**config.mk**
```make
export PLATFORM = sky130hd
export DESIGN_NAME = id_forward_sb
export DESIGN_NICKNAME = d
export VERILOG_FILES = /design/src/rtl/id_forward_sb.sv
export SDC_FILE = /design/constraint.sdc
export NUM_CORES = 1
export LEC_CHECK = 0
export ABC_AREA = 1
export ABC_CLOCK_PERIOD_IN_PS = 1600
export BUFFER_PORTS_ARGS = -buffer_cell sky130_fd_sc_hd__buf_2
export CAP_MARGIN = 40
export CORE_MARGIN = 2
export CORE_UTILIZATION = 40
export DETAILED_ROUTE_END_ITERATION = 7
export HOLD_SLACK_MARGIN = 0.1
export PLACE_DENSITY = 0.61
export SLEW_MARGIN = 20
export SYNTH_ARGS = -nofsm -noshare
export SYNTH_HDL_FRONTEND = slang
export SYNTH_SLANG_ARGS = --single-unit
```
**constraint.sdc**
```tcl
create_clock -name clk -period 1.6 [get_ports clk]
set_input_delay 0.32 -clock clk [delete_from_list [all_inputs] [get_ports clk]]
set_output_delay 0.32 -clock clk [all_outputs]
set_load 0.02 [all_outputs]
```
**src/rtl/id_forward_sb.sv**
```systemverilog
// ID-stage scoreboard: tracks in-flight destinations with a readiness countdown,
// selects forwarding sources and raises stall. Perf counters: ID_FORWARD_SB_PERF_EN.
module id_forward_sb #(
  parameter int unsigned REG_IDX_W    = 5,
  parameter int unsigned NSTAGE       = 3,
  parameter int unsigned NSRC         = 2,
  parameter int unsigned LAT_W        = 2,
  parameter int unsigned FLUSH_STAGES = 1
) (
  input  logic                          clk,
  input  logic                          rst_n,
  input  logic                          id_forward_sb_issue_valid_i,
  input  logic                          id_forward_sb_issue_rd_en_i,
  input  logic [REG_IDX_W-1:0]          id_forward_sb_issue_rd_index_i,
  input  logic [LAT_W-1:0]              id_forward_sb_issue_lat_i,
  input  logic                          id_forward_sb_advance_i,
  input  logic                          id_forward_sb_flush_i,
  input  logic [NSRC-1:0]               id_forward_sb_src_en_i,
  input  logic [NSRC-1:0]               id_forward_sb_src_early_i,
  input  logic [NSRC*REG_IDX_W-1:0]     id_forward_sb_src_index_i,
  output logic [NSRC*(NSTAGE+1)-1:0]    id_forward_sb_src_sel_o,
`ifdef ID_FORWARD_SB_PERF_EN
  output logic [31:0]                   id_forward_sb_stall_cnt_o,
  output logic [31:0]                   id_forward_sb_fwd_cnt_o,
`endif
  output logic                          id_forward_sb_stall_o
);

  typedef struct packed {
    logic                 valid;
    logic                 rd_en;
    logic [REG_IDX_W-1:0] rd_index;
    logic [LAT_W-1:0]     lat;
  } entry_t;

  entry_t [NSTAGE-1:0]          stage_q, stage_d;
  logic   [NSRC-1:0][NSTAGE-1:0] hit;
  logic   [NSRC-1:0]             unready;
  logic                          issue_accept;

  // Late sources only look at stage 0; EX forwards from the older stages itself.
  always_comb begin
    hit = '0;
    for (int k = 0; k < int'(NSRC); k++) begin
      for (int j = 0; j < int'(NSTAGE); j++) begin
        if (j == 0 || id_forward_sb_src_early_i[k]) begin
          hit[k][j] = stage_q[j].valid & stage_q[j].rd_en &
                      (stage_q[j].rd_index != '0) & id_forward_sb_src_en_i[k] &
                      (stage_q[j].rd_index ==
                       id_forward_sb_src_index_i[k*REG_IDX_W +: REG_IDX_W]);
        end
      end
    end
  end

  // Scan oldest to youngest so the youngest hit is the one that sticks.
  always_comb begin
    id_forward_sb_src_sel_o = '0;
    unready                 = '0;
    for (int k = 0; k < int'(NSRC); k++) begin
      id_forward_sb_src_sel_o[k*(NSTAGE+1)] = 1'b1;
      for (int j = int'(NSTAGE) - 1; j >= 0; j--) begin
        if (hit[k][j]) begin
          id_forward_sb_src_sel_o[k*(NSTAGE+1) +: (NSTAGE+1)] = '0;
          id_forward_sb_src_sel_o[k*(NSTAGE+1) + j + 1]       = 1'b1;
          unready[k] = id_forward_sb_src_early_i[k] ? (stage_q[j].lat != '0)
                                                    : (stage_q[j].lat > LAT_W'(1));
        end
      end
    end
  end

  assign id_forward_sb_stall_o = |unready;
  assign issue_accept = id_forward_sb_issue_valid_i & ~id_forward_sb_stall_o &
                        id_forward_sb_advance_i & ~id_forward_sb_flush_i;

  always_comb begin
    stage_d = stage_q;
    if (id_forward_sb_advance_i) begin
      for (int j = 1; j < int'(NSTAGE); j++) begin
        stage_d[j] = stage_q[j-1];
        if (stage_q[j-1].lat != '0) stage_d[j].lat = stage_q[j-1].lat - LAT_W'(1);
      end
      stage_d[0] = '0;
      if (issue_accept) begin
        stage_d[0].valid    = 1'b1;
        stage_d[0].rd_en    = id_forward_sb_issue_rd_en_i;
        stage_d[0].rd_index = id_forward_sb_issue_rd_index_i;
        stage_d[0].lat      = id_forward_sb_issue_lat_i;
      end
    end
    if (id_forward_sb_flush_i) begin
      for (int j = 0; j < int'(NSTAGE); j++) begin
        if (j < int'(FLUSH_STAGES) ||
            (id_forward_sb_advance_i && j == int'(FLUSH_STAGES))) begin
          stage_d[j] = '0;
        end
      end
    end
  end

  always_ff @(posedge clk or negedge rst_n) begin
    if (!rst_n) begin
      stage_q <= '0;
    end else begin
      stage_q <= stage_d;
    end
  end

`ifdef ID_FORWARD_SB_PERF_EN
  logic [31:0] stall_cnt_q, fwd_cnt_q, fwd_inc;

  always_comb begin
    fwd_inc = '0;
    for (int k = 0; k < int'(NSRC); k++) begin
      if ((|hit[k]) && !unready[k]) fwd_inc = fwd_inc + 32'd1;
    end
  end

  always_ff @(posedge clk or negedge rst_n) begin
    if (!rst_n) begin
      stall_cnt_q <= '0;
      fwd_cnt_q   <= '0;
    end else begin
      stall_cnt_q <= stall_cnt_q + {31'd0, id_forward_sb_stall_o};
      fwd_cnt_q   <= fwd_cnt_q + fwd_inc;
    end
  end

  assign id_forward_sb_stall_cnt_o = stall_cnt_q;
  assign id_forward_sb_fwd_cnt_o   = fwd_cnt_q;
`endif

endmodule

```
# After elaboration in Yosys (flattened, before gate mapping)
# Cells that the tools add are included.
[totals]
register_bits = 27
word_cells = 82
in_bits = 27
[classes]
magnitude_cmp = 3
n_reduce_logical = 8
n_eq_ne = 6
n_addsub = 2
muxes = 28
bitwise_logic = 23
[op_table]
columns = ["cell", "count"]
rows = [
  ["2-to-1 mux 18 bit", 2],
  ["equality test 5 bit", 6],
  ["2-to-1 mux 4 bit", 6],
  ["bitwise AND 1 bit", 21],
  ["2-to-1 mux 9 bit", 2],
  ["2-to-1 mux 1 bit", 16],
  ["nonzero test 5 bit", 3],
  ["nonzero test 2 bit", 4],
  ["> comparator 2 x 1 -> 1 bit, second input constant", 3],
  ["2-to-1 mux 2 bit", 2],
  ["subtractor 2 x 1 -> 2 bit, second input constant", 2],
  ["inverter 1 bit", 2],
  ["OR reduction 2 bit", 1],
]

# Logic depth before layout (Yosys ltp)
# Gate-level depths: netlist of run 1.
[depth]
depth_word = 17
ltp_mapped = 12
ltp_nobuf = 12

# Worst setup path after synthesis of run 1
# OpenSTA, ideal clock, no wires.
[synth_timing]
kind = "reg-to-output"
start = "register stage_q[4] (netlist bit)"
end = "output port id_forward_sb_src_sel_o[4]"
arrival_ns = 1.392
slack_ns = -0.112
path_buffers = 0
stages_incl_launch_ff = 8
t_required_ns = 1.280
path_cell_list = "dfrtp_1 nor2_1 nand3_1 nand2_1 inv_1 nand3_2 inv_1 nor3_1"
[synth_via]
elab_chain_cells = 5
[synth_lines]
columns = ["element", "line", "source"]
rows = [
  ["start: declaration", "36", "entry_t [NSTAGE-1:0] stage_q, stage_d;"],
  ["start signal: assignment", "106", "stage_q <= stage_d;"],
  ["nonzero test 5 bit", "48", "(stage_q[j].rd_index != '0) & id_forward_sb_src_en_i[k] &"],
  ["bitwise AND 1 bit", "47", "hit[k][j] = stage_q[j].valid & stage_q[j].rd_en &"],
  ["bitwise AND 1 bit", "48", ""],
  ["bitwise AND 1 bit (*)", "48", ""],
  ["2-to-1 mux 4 bit (*)", "63", "if (hit[k][j]) begin"],
  ["end: declaration", "21", "output logic [NSRC*(NSTAGE+1)-1:0] id_forward_sb_src_sel_o,"],
]
# Mark *: on every way between the ends. The rest lies on a longest branch, timed or not.

# Worst setup path in the final report of run 1
[layout_timing]
start = "register stage_q[2] (netlist bit)"
end = "output port id_forward_sb_stall_o"
[layout_via]
elab_chain_cells = 6
[layout_lines]
columns = ["element", "line", "source"]
rows = [
  ["nonzero test 5 bit", "48", ""],
  ["bitwise AND 1 bit", "47", ""],
  ["bitwise AND 1 bit (2 in series)", "48", ""],
  ["2-to-1 mux 1 bit", "63", ""],
  ["OR reduction 2 bit (*)", "73", "assign id_forward_sb_stall_o = |unready;"],
  ["end: declaration", "26", "output logic id_forward_sb_stall_o"],
]
# Marked as above.

==> results_dict.tcl, run 1 <==
set metrics [dict create \
    status "finished, violations left" \
    failed_checks "setup timing" \
    yosysSeqAreaShare 0.377 \
    syn_area_sq_um 1790 \
    drtIter0Drc 100 \
    regArea_sq_um 691 \
    grt_first_pass_wirelength_mm 9.25 \
    die_w_um 70.9 \
    worstPathArrival_ns 1.76 \
    cts.path.max_buffers 2 \
    htree_levels 1 \
    wl_mm 5.51 \
    fin_crit_ns 2.08 \
    path_clk_slew_ns 0.10 \
    dp.cells 401 \
    crit_slowest_cell "dfrtp_2" \
    final_util 0.631 \
    dpl.hpwl_mm 4.23 \
    dieArea_sq_um 5030 \
    port_buffers 35 \
    multiInputGateArea_sq_um 1110 \
    grt_usage 0.231 \
    avgSynthCellArea_sq_um 6.40 \
    ys_types 24 \
    rows 24 \
    insertedDiodeCount 0 \
    ir_drop_mv 0.430 \
    cp_max_fo 5 \
    slew_viol_final 0 \
    worstPathBufferInverterCount 1 \
    via_count 2035 \
    worstSetupPathType "reg2out" \
    finClkSkew_ns 0.00956 \
    grt_start_max_net_pins 28 \
    yosysWarningCount 0 \
    maxSlewHeadroom 0.611 \
    crit_family "simple AND/OR/NAND/NOR gates" \
    core_area_sq_um 4320 \
    syn_to_final_growth_pct 52.4 \
    die_h_um 70.9 \
    gp_congestion 0.982 \
    wire_per_inst_um 13.2 \
    worstHoldPathType "in2reg" \
    worstPathCellList "a21boi_1, nand2_1, nor2_2, nand3_4, nand2_2, nand2_2, a21oi_4, nand2_2, buf_6" \
    cts_tree "done" \
    tightest_slew_ns 0.583 \
    cts.sinks 27 \
    cpPeakStageDelay_ns 0.46 \
    path_common_cell "nand2_2" \
    stdcell_count 416 \
    viasPerCell 4.89 \
    worstSetupEndpointType "output port" \
    nFillCells 403 \
    hold_viol_final 0 \
    rsz0062_at_grt "yes" \
    clockRootBuffer "clkbuf_8" \
    dr.pass1.iters 5 \
    final_nets 392 \
    grt_overflow 0 \
    syn_nets 307 \
    cap_violations 0 \
    clk_latency_ns 0.28 \
    grt_pass1_vias 1993 \
    ioPinCount 36 \
    drc_errors 0 \
    antenna_found_initial 0 \
    power_density_nw_per_um2 531 \
    drive_gt1_frac 0.445 \
    syn_inst 280 \
    ys_seq_elements 27 \
    required_ns 1.28 \
    setup_viol 18 \
    reg2reg_slack_ns -0.09 \
    initial_core_util 0.414 \
    max_freq_mhz 481 \
    numCtsBuffers 3 \
    p_leak_nw 1.47 \
    antenna_left 0 \
    fin_crit_sh 1.30 \
    post-route-worst-setup-slack_ns -0.478 \
    worstSetupStartpointType "flip-flop" \
]
## cell type report
class,count,area share
multi-input cells,203,0.407
flip-flops and latches,27,0.253
repair buffers,83,0.230
inverters,47,0.0683
well taps,52,0.0238
clock buffers,3,0.0151
clock inverters,1,0.00321
## worst register-to-register path, cell delays in order, from the launching register on
cell	delay, ns
dfrtp_1	0.42
buf_6	0.13
nor2_4	0.03
nand4_1	0.10
nand3_2	0.17
nor2_4	0.18
nand3_2	0.11
nand2_1	0.09
nand2_2	0.06
buf_4	0.16
nand4_1	0.10
nand2_1	0.05
## power breakdown
part           internal, mW  leakage [nW]  switching, mW
combinational         0.132          1.09          0.173
sequential            0.707         0.352         0.0298
clock                 0.183        0.0261          0.227
## synthesized netlist by cell type, drive strengths merged
cell    instances  area, sq um
nand2         107          414
inv            46          173
nor2           31          124
dfrtp          27          676
o21ai          20          100
nand3          15         80.1
nand4          10         62.6
o22ai           5         31.3
a21oi           4         31.3
nor3            3         20.0
a21boi          2         15.0
clkbuf          2         7.51
nand3b          2         15.0
xnor2           2         17.5
a22o            1         8.76
a22oi           1         7.51
buf             1         5.00
clkinv          1         3.75
## per-layer routing
layer | GRT usage | part of all wire | wire (um)
met5 | 0 | 0 | 0
met4 | 0.0964 | 0.031 | 173
met3 | 0.0271 | 0.029 | 160
met2 | 0.396 | 0.51 | 2820
met1 | 0.295 | 0.43 | 2360
## kinds of logic (layout without fill, tap and decap cells)
logic type | Yosys count | after routing | synth area share
flops | 27 | 27 | 0.377
buf+inv | 50 | 134 | 0.105
simple gates | 168 | 168 | 0.399
compound gates | 33 | 33 | 0.108
xor+xnor | 2 | 2 | 0.00978
## cell usage in the layout, fill, tap and decap left out, types with 2 or more instances in the layout
| cell type | Yosys | layout |
|---|---|---|
| o21ai_1 | 0 | 5 |
| nor2_2 | 3 | 9 |
| inv_4 | 0 | 4 |
| nand2_2 | 5 | 12 |
| nand4_1 | 10 | 10 |
| a21oi_1 | 3 | 3 |
| nand2_4 | 0 | 4 |
| dfrtp_1 | 27 | 15 |
| nor3_4 | 0 | 2 |
| nand3_1 | 14 | 8 |
| o21ai_0 | 20 | 13 |
| nor2_4 | 0 | 6 |
| clkbuf_8 | 0 | 3 |
| buf_6 | 0 | 18 |
| nand3_2 | 1 | 6 |
| buf_4 | 0 | 38 |
| o22ai_1 | 5 | 5 |
| buf_2 | 1 | 26 |
| nand3b_1 | 2 | 2 |
| inv_2 | 5 | 15 |
| nor2_1 | 28 | 16 |
| nand2_1 | 102 | 91 |
| dfrtp_2 | 0 | 12 |
| inv_1 | 41 | 27 |
| o21ai_2 | 0 | 2 |
## through the flow
step	power, mW	hold slack (ns)	setup WS [ns]	instance area [sq um]	setup TNS, ns
3_5_place_dp	1.00	0.355	-0.238	2310	-2.34
6_report	1.45	0.277	-0.478	2730	-4.23
5_1_grt	1.53	0.306	-0.627	2730	-6.89
2_1_floorplan	0.867	0.0244	-0.0404	1800	-0.0404
3_3_place_gp	1.00	0.356	-0.246	2310	-2.46
4_1_cts	1.43	0.273	-0.480	2520	-4.39
## path summary, 6_finish.rpt
kind / from / to / cells after the start
setup / recovery: stage_q[2] / id_forward_sb_stall_o / 9
hold / removal: id_forward_sb_issue_rd_en_i / stage_q[7] / 3
min in group asynchronous: rst_n / stage_q[22] / 2
hold reg to reg: stage_q[25] / stage_q[25] / 2
setup reg to reg: stage_q[20] / stage_q[3] / 11
max in group asynchronous: rst_n / stage_q[3] / 2
## what timing repair did
action	CTS	global route
gates resized for setup	53	56
hold endpoints to repair	27	0
pin swaps	17	24
hold buffers	1	0
setup buffers	6	5
setup endpoints to repair	18	18
Note: power is estimated with default switching activity, not from simulation.
==> run 2: changes to the inputs <==
--- a/config.mk
+++ b/config.mk
@@ -14,6 +14,7 @@
 export DETAILED_ROUTE_END_ITERATION = 7
 export HOLD_SLACK_MARGIN = 0.1
 export PLACE_DENSITY = 0.61
+export RECOVER_POWER = 25
 export SLEW_MARGIN = 20
 export SYNTH_ARGS = -nofsm -noshare
 export SYNTH_HDL_FRONTEND = slang
==> run 2 against run 1 <==
The run still ends with setup timing left. Combinational power barely moved. Power down 0.20%. Cell count unchanged. Count of clock-buffer cells in the layout unchanged. Via count is 0.15% lower. Die area did not move. Final area hardly changed. Critical path depth unchanged. Register-to-register slack is essentially flat. Routed wire length barely moved. First-iteration DRC count did not move.
==> results_dict.tcl, run 2 (synthesized netlist as in run 1, its figures left out) <==
set metrics [dict create \
    grt_pass1_vias 1993 \
    final_util 0.631 \
    dpl.hpwl_mm 4.23 \
    gp_congestion 0.982 \
    drtIter0Drc 100 \
    final_common_cell "nand2_1" \
    hold_viol_final 0 \
    initial_core_util 0.414 \
    cts.path.max_buffers 2 \
    final_cell_mix "nand2_1, buf_4, inv_1" \
    grt_first_pass_wirelength_mm 9.25 \
    r2r_start "stage_q[20]" \
    cts.sinks 27 \
    status "finished, violations left" \
    failed_checks "setup timing" \
    setup_viol 18 \
    clk_latency_ns 0.28 \
    finClkSkew_ns 0.00789 \
    ioPinCount 36 \
    wl_met3_um 160 \
    grt_start_max_net_pins 28 \
    topRoutingLayerUsed "met4" \
    antenna_left 0 \
    insertedDiodeCount 0 \
    hp-start "id_forward_sb_issue_rd_en_i" \
    viasPerCell 4.88 \
    min_to "stage_q[7]" \
    wl_met1_mm 2.36 \
    cts_tree "done" \
    final_nets 392 \
    met2_length_mm 2.82 \
    path_clk_slew_ns 0.10 \
    drc_errors 0 \
    fin_crit_ns 2.08 \
    worstSetupPathType "reg2out" \
    tightest_slew_ns 0.583 \
    dr.pass1.iters 5 \
    p_leak_nw 1.47 \
    required_ns 1.28 \
    rows 24 \
    slew_viol_final 0 \
    wire_per_inst_um 13.2 \
    core_area_sq_um 4320 \
    via_count 2032 \
    rsz0062_at_grt "yes" \
    cap_violations 0 \
    cp_max_fo 5 \
    maxSlewHeadroom 0.611 \
    clockRootBuffer "clkbuf_8" \
    port_buffers 35 \
    htree_levels 1 \
    worstSetupEndpointType "output port" \
    syn_to_final_growth_pct 52.3 \
    die_w_um 70.9 \
    worstPathArrival_ns 1.76 \
    tns_ns -4.22 \
    reg2reg_slack_ns -0.09 \
    grt_overflow 0 \
    hold_ws_ns 0.279 \
    drive_gt1_frac 0.442 \
    die_h_um 70.9 \
    max_freq_mhz 481 \
    dieArea_sq_um 5030 \
    min_path_cells 3 \
    grt_usage 0.231 \
    worstSetupStartpointType "flip-flop" \
    timing.rr.end "stage_q[3]" \
    fin_crit_sh 1.30 \
    antenna_found_initial 0 \
    post-route-worst-setup-slack_ns -0.478 \
    r2r_cells 11 \
    wl_mm 5.51 \
    worstHoldPathType "in2reg" \
    ir_drop_mv 0.430 \
    power_density_nw_per_um2 531 \
    numCtsBuffers 3 \
]
run 2: changes by cell type in the layout (fill, tap and decap cells not counted), sizes merged:
cell / delta
clkbuf: +2
buf: -2
run 2: what timing repair did:
| action | in CTS | in global routing |
|---|---|---|
| endpoints found under the setup margin | 18 | 18 |
| pin swaps | 17 | 24 |
| endpoints found under the hold margin | 27 | 0 |
| resized for setup | 53 | 56 |
| hold buffers | 1 | 0 |
| buffers inserted | 6 | 5 |
run 2: worst max-delay path, cell delays in order (launching register included):
cell and delay [ns]:
dfrtp_2 0.46, a21boi_1 0.18, nand2_1 0.09, nor2_2 0.15, nand3_4 0.11, nand2_2 0.10, nand2_2 0.06, a21oi_4 0.13
nand2_2 0.06, buf_6 0.13
run 2: power by group:
| group | switching [mW] | internal, mW | total [mW] |
|---|---|---|---|
| clock | 0.225 | 0.183 | 0.407 |
| sequential | 0.0298 | 0.706 | 0.736 |
| combinational | 0.173 | 0.132 | 0.305 |
run 2: worst max path at each step:
stage                     from                     to  slack [ns]  cells after the start
floorplan           stage_q[2]  id_forward_sb_stall_o       -0.04                      8
global placement     flip-flop  id_forward_sb_stall_o       -0.25                     11
detailed placement   flip-flop  id_forward_sb_stall_o       -0.24                     11
CTS                  flip-flop  id_forward_sb_stall_o       -0.48                     11
finish              stage_q[2]  id_forward_sb_stall_o       -0.48                      9
global route        stage_q[5]  id_forward_sb_stall_o       -0.63                     10
run 2: through the flow:
step	total power, mW	cells	worst slack (ns)	instance area, sq um
CTS	1.43	412	-0.480	2520
floorplan	0.867	280	-0.0404	1800
global placement	1.00	401	-0.246	2310
global route	1.53	416	-0.627	2730
finish	1.45	416	-0.478	2730
detailed placement	1.00	401	-0.238	2310
run 2: routing by layer:
metal / GRT usage / up-vias
li1: - / 1048
met1: 0.295 / 920
met2: 0.396 / 48
met3: 0.0271 / 16
met4: 0.0964 / 0
met5: 0 / -
run 2: final cells by class:
| class | instances | area [sq um] |
|---|---|---|
| inverters | 47 | 186 |
| multi-input cells | 203 | 1110 |
| repair buffers | 83 | 628 |
| well taps | 52 | 65.1 |
| clock buffers | 3 | 41.3 |
| clock inverters | 1 | 8.76 |
| fillers | 404 | 1600 |
| flip-flops and latches | 27 | 689 |
